`config.mk`:
```
export PLATFORM = sky130hd
export DESIGN_NAME = vlg_design
export DESIGN_NICKNAME = d
export VERILOG_FILES = /design/src/rtl/vlg_gray_pkg.sv /design/src/rtl/vlg_step_div.sv /design/src/rtl/vlg_design.sv
export SDC_FILE = /design/constraint.sdc
export NUM_CORES = 1
export LEC_CHECK = 0
export CAP_MARGIN = 20
export CORE_AREA = 2 2 39 41
export CTS_CLUSTER_DIAMETER = 120
export DETAILED_ROUTE_END_ITERATION = 12
export DIE_AREA = 0 0 41 43
export SETUP_SLACK_MARGIN = 0.5
export SYNTH_ARGS = -nofsm -noshare
export SYNTH_HDL_FRONTEND = slang
export SYNTH_HIERARCHICAL = 1
export SYNTH_SLANG_ARGS = --single-unit
export TNS_END_PERCENT = 100
```
`constraint.sdc`:
```
create_clock -name i_clk -period 1.45 [get_ports i_clk]
set_input_delay 0.29 -clock i_clk [delete_from_list [all_inputs] [get_ports i_clk]]
set_output_delay 0.29 -clock i_clk [all_outputs]
set_load 0.01 [all_outputs]
```
`src/rtl/vlg_gray_pkg.sv`:
```
// Shared Gray-code helpers for the counter and for any checker that needs
// to decode a Gray pointer. Functions operate on MAX_WIDTH-bit values;
// callers zero-extend narrower operands and truncate the result.
package vlg_gray_pkg;

  localparam int unsigned DEF_WIDTH = 4;
  localparam int unsigned MAX_WIDTH = 32;

  function automatic logic [MAX_WIDTH-1:0] bin2gray(input logic [MAX_WIDTH-1:0] b);
    return b ^ (b >> 1);
  endfunction

  // Prefix XOR from the MSB down recovers the binary value.
  function automatic logic [MAX_WIDTH-1:0] gray2bin(input logic [MAX_WIDTH-1:0] g);
    logic [MAX_WIDTH-1:0] b;
    b = g;
    for (int unsigned i = 1; i < MAX_WIDTH; i++) begin
      b = b ^ (g >> i);
    end
    return b;
  endfunction

endpackage

```
`src/rtl/vlg_step_div.sv`:
```
// Prescaler producing a one-cycle step pulse every STEP_DIV clocks.
// With STEP_DIV = 1 the step output is tied high.
// Ports:
//   clk   - system clock, rising-edge active
//   rst_n - asynchronous active-low reset
//   step  - high for one clock when the divider reaches STEP_DIV-1
module vlg_step_div #(
  parameter int unsigned STEP_DIV = 1
) (
  input  logic clk,
  input  logic rst_n,
  output logic step
);

  localparam int unsigned DW = (STEP_DIV > 1) ? $clog2(STEP_DIV) : 1;
  localparam logic [DW-1:0] LAST = DW'(STEP_DIV - 1);

  logic [DW-1:0] div_q;

  // For STEP_DIV = 1 div_q never leaves 0 and optimises away.
  assign step = (STEP_DIV == 1) ? 1'b1 : (div_q == LAST);

  always_ff @(posedge clk or negedge rst_n) begin
    if (!rst_n) begin
      div_q <= '0;
    end else if (step) begin
      div_q <= '0;
    end else begin
      div_q <= div_q + DW'(1);
    end
  end

endmodule

```
`src/rtl/vlg_design.sv`:
```
// Free-running Gray-code counter. o_gray is driven straight from a flop and
// changes by exactly one bit per step; one step every STEP_DIV clocks.
// Ports:
//   i_clk   - system clock, rising-edge active
//   i_rst_n - asynchronous active-low reset (clears count and output)
//   o_gray  - current Gray count, WIDTH bits, registered
module vlg_design
  import vlg_gray_pkg::*;
#(
  parameter int unsigned WIDTH    = DEF_WIDTH,
  parameter int unsigned STEP_DIV = 1
) (
  input  logic             i_clk,
  input  logic             i_rst_n,
  output logic [WIDTH-1:0] o_gray
);

  logic             step;
  logic [WIDTH-1:0] bin_q;
  logic [WIDTH-1:0] bin_nxt;
  logic [WIDTH-1:0] gray_nxt;

  vlg_step_div #(
    .STEP_DIV(STEP_DIV)
  ) u_step_div (
    .clk  (i_clk),
    .rst_n(i_rst_n),
    .step (step)
  );

  assign bin_nxt  = bin_q + WIDTH'(1);
  // Gray of the next count is registered alongside it, so o_gray is never
  // a combinational decode of bin_q.
  assign gray_nxt = WIDTH'(bin2gray(MAX_WIDTH'(bin_nxt)));

  always_ff @(posedge i_clk or negedge i_rst_n) begin
    if (!i_rst_n) begin
      bin_q  <= '0;
      o_gray <= '0;
    end else if (step) begin
      bin_q  <= bin_nxt;
      o_gray <= gray_nxt;
    end
  end

endmodule

```
==> impl_summary.txt <==
----------------------------------------------------
[Status]
  Status ... complete, no violations

[Logic synthesis]
  Post-synthesis register bit count ... 7
  Net count after synthesis ... 30
  Warnings from Yosys ... 6
  Arithmetic-cell share of the synthesized area counting full adders, half adders and majority gates ... 0.0356
  Post-synthesis cell area ... 352 um2
  Main synth FF type ... dfrtp_1
  Dominant combinational cell family by area after synthesis ... XOR/XNOR gates
  Share of flip-flops with an asynchronous set or reset ... 1.00
  Fraction of the mapped netlist area in compound gates ... 0.0320
  Number of cells produced by synthesis ... 27
  Most area-consuming cells after synthesis ... dfrtp_1 50%, xnor2_1 17%, mux2_2 9.6%, buf_4 4.3%, mux2_4 4.3%
  Number of enable flip-flop cells after synthesis ... 0
  Xor/xnor cell area share of the yosys netlist ... 0.199
  Post-synthesis mux area share ... 0.139
  Largest area contributor in the synthesized netlist ... dfrtp_1
  Sequential fraction of the synthesis area ... 0.498
  Share of Yosys cell area claimed by the top area cell type ... 0.498
  Post-synthesis cell type count ... 12
  Most used standard cells in the synthesized netlist ... 7 x dfrtp_1, 7 x xnor2_1, 3 x mux2_2
  Average size of a mapped cell ... 13.0 um2
  Simple-gate share of the synthesized area ... 0.0285

[Worst setup path]
  Startpoint of the most critical register-to-register path ... bin_q[0]$_DFFE_PN0P_
  Critical Path Fanout Max ... 3
  Endpoint of the worst register-to-register path ... o_gray[1]$_DFFE_PN0P_
  Startpoint kind of the worst setup timing path ... flop
  Register-to-Register Path Depth ... 4
  Endpoint class of the critical path ... flop
  Worst endpoint required time ... 1590 ps
  Category of the critical setup timing path ... reg2reg
  Arrival time worst endpoint ... between 1000 and 1500 ps
  CP startpoint ... bin_q[0]$_DFFE_PN0P_
  Setup crit end ... o_gray[1]$_DFFE_PN0P_
  R2R Setup Slk ... 140 ps

[Floorplanning]
  Height of the die ... 43 um
  Floorplan row count ... 14
  DIE WIDTH ... 41 um
  Total Die Area ... about 0.0018 mm2
  Core area ... between 0.001 and 0.0015 mm2
  Starting Density ... 0.254
  Total I/O pin count ... 6

[Clock network]
  Number of H-tree levels ... 1
  TritonCTS clock tree ... yes
  Clock Pin Slew Worst Setup and Hold Paths ... 60 ps
  Root cell of the clock tree ... clkbuf_4
  Clock Latency Late Sink ... 250 ps
  Number of clock sinks ... 7
  Cts-stage hold buffer count ... 0
  Number of buffers created by CTS ... 3
  Clock tree buffer depth ... 2

[Global routing]
  Global Route met2 Usage ... 0.147
  Overflow left after global routing ... 0
  Global routing met3 resource utilization ... 0.0785
  Number of global-route vias before repair ... 252
  GRT busiest layer ... met2
  First-pass GRT wire length ... 1.17 mm
  Routing usage on met1 ... 0.121
  Overall global routing resource usage ... 0.112
  Pin count of the biggest net entering global routing ... 8
  Initial antenna violation count ... 0

[STA]
  Setup TNS Final ... 0 ps
  Maximum clock frequency ... 0.764 GHz
  Final hold violation count ... 0
  RSZ-0062 raised after global routing ... yes
  Fin. max-slew vios ... 0
  Setup-violating endpoint count in the final report ... 0
  Post-layout min period ... 1310 ps
  Final setup skew ... 0.492 ps
  Share of the clock period used by the worst path after layout ... 0.902

[Detailed routing]
  Final WL ... 653 um
  Vias after detailed routing ... 240
  Remaining routing DRC violations ... 0
  Count of nets left with antenna violations after detail routing ... 0
  Pre-antenna DRT Iters ... 2
  Average routed wire per standard cell ... 11.3 um
  Initial drt markers ... 1
  Average via count per standard cell ... a little over 4

[Layout]
  Share of final-layout standard cells stronger than drive strength 1 ... 0.595
  Post-layout net count ... 46
  Number of diodes ... 0
  Area growth from synthesis to layout ... 47.7%

[Place]
  Count of buffers inserted at the top-level ports ... 5
  RD Place Congestion ... 0.678
  Half-perimeter wire length after detailed placement ... 438 um

[Pwr]
  Total design power ... 1.56 mW
  Leakage power figure ... roughly 0.24 nW
  Worst IR drop on VDD ... around 0.72 mV
  Power per unit of standard cell area ... roughly 3000 mW/mm2

[Flow run]
  Max cap viols ... 0

[Hold path]
  Hold/Removal Path Class ... in2async

----------------------------------------------------
-- metrics by stage --
stage | hold slack [ps] | util | cells | instance area [um2] | setup WS, ps
after CTS | 303 | 0.359 | 56 | 497 | 144
after global routing | 309 | 0.375 | 58 | 519 | 120
after global placement | 503 | 0.308 | 46 | 427 | 120
after floorplan | -5.59 | - | 27 | 369 | 159
after detailed placement | 531 | 0.308 | 46 | 427 | 98.4
final | 310 | 0.375 | 58 | 519 | 142
-- metal layers --
metal	routed length (um)	vias up
li1	-	114
met1	267	122
met2	357	4
met3	28	0
met4	0	0
met5	0	-
-- cells in the final DEF (no fill, tap or decap), drive strengths merged --
master         count
buf               12
conb               1
clkbuf             5
ha                 1
xnor2              7
a21boi             1
clkdlybuf4s50      1
mux2               4
dfrtp              7
xor2               1
nand4              1
nand2              1
-- final cells by class --
class / instances / area, um2
clock buffers: 4 / 26.3
fillers: 138 / 865
multi-input cells: 17 / 191
flip-flops and latches: 7 / 176
well taps: 16 / 20.0
repair buffers: 14 / 105
-- worst min-delay path by stage --
stage                         startpoint                     to  slack, ps  cells after the start
finish                           i_rst_n  o_gray[2]$_DFFE_PN0P_        310                      1
global route                     i_rst_n   bin_q[3]$_DFFE_PN0P_        310                      1
CTS                              i_rst_n   bin_q[3]$_DFFE_PN0P_        300                      1
detailed placement  bin_q[3]$_DFFE_PN0P_   bin_q[3]$_DFFE_PN0P_        530                      1
global placement    bin_q[3]$_DFFE_PN0P_   bin_q[3]$_DFFE_PN0P_        500                      1
floorplan                        i_rst_n   bin_q[0]$_DFFE_PN0P_         -6                      0
-- sequential cells by signal, indices dropped and copies added, names as in the netlist --
register  flops
o_gray        3
bin_q         4
-- critical path: stages (launching register included) --
cell and delay (ps):
dfrtp_2 420, ha_4 260, xnor2_2 130, xnor2_1 120, mux2_4 260
-- power by group --
| group | internal [mW] | switching, mW | leakage (nW) | total (mW) |
|---|---|---|---|---|
| combinational | 0.662 | 0.332 | 0.140 | 0.993 |
| sequential | 0.307 | 0.0784 | 0.0811 | 0.386 |
| clock | 0.105 | 0.0787 | 0.0150 | 0.184 |
-- cells by family (layout without fill, tap and decap cells) --
group                    Yosys count  in the layout
XOR/XNOR                           8              8
other                              1              1
multiplexers                       4              4
AND/OR/NAND/NOR                    2              2
flip-flops                         7              7
buffers and inverters              3             18
AO/OA/AOI/OAI                      1              1
adder cells (fa/ha/maj)            1              1
-- repair_timing --
action	CTS	global route
gates resized for setup	16	4
setup endpoints to repair	8	9
pin swaps	4	2
setup buffers	6	2
cloned	0	0
Power figures use the tool's default switching activity.
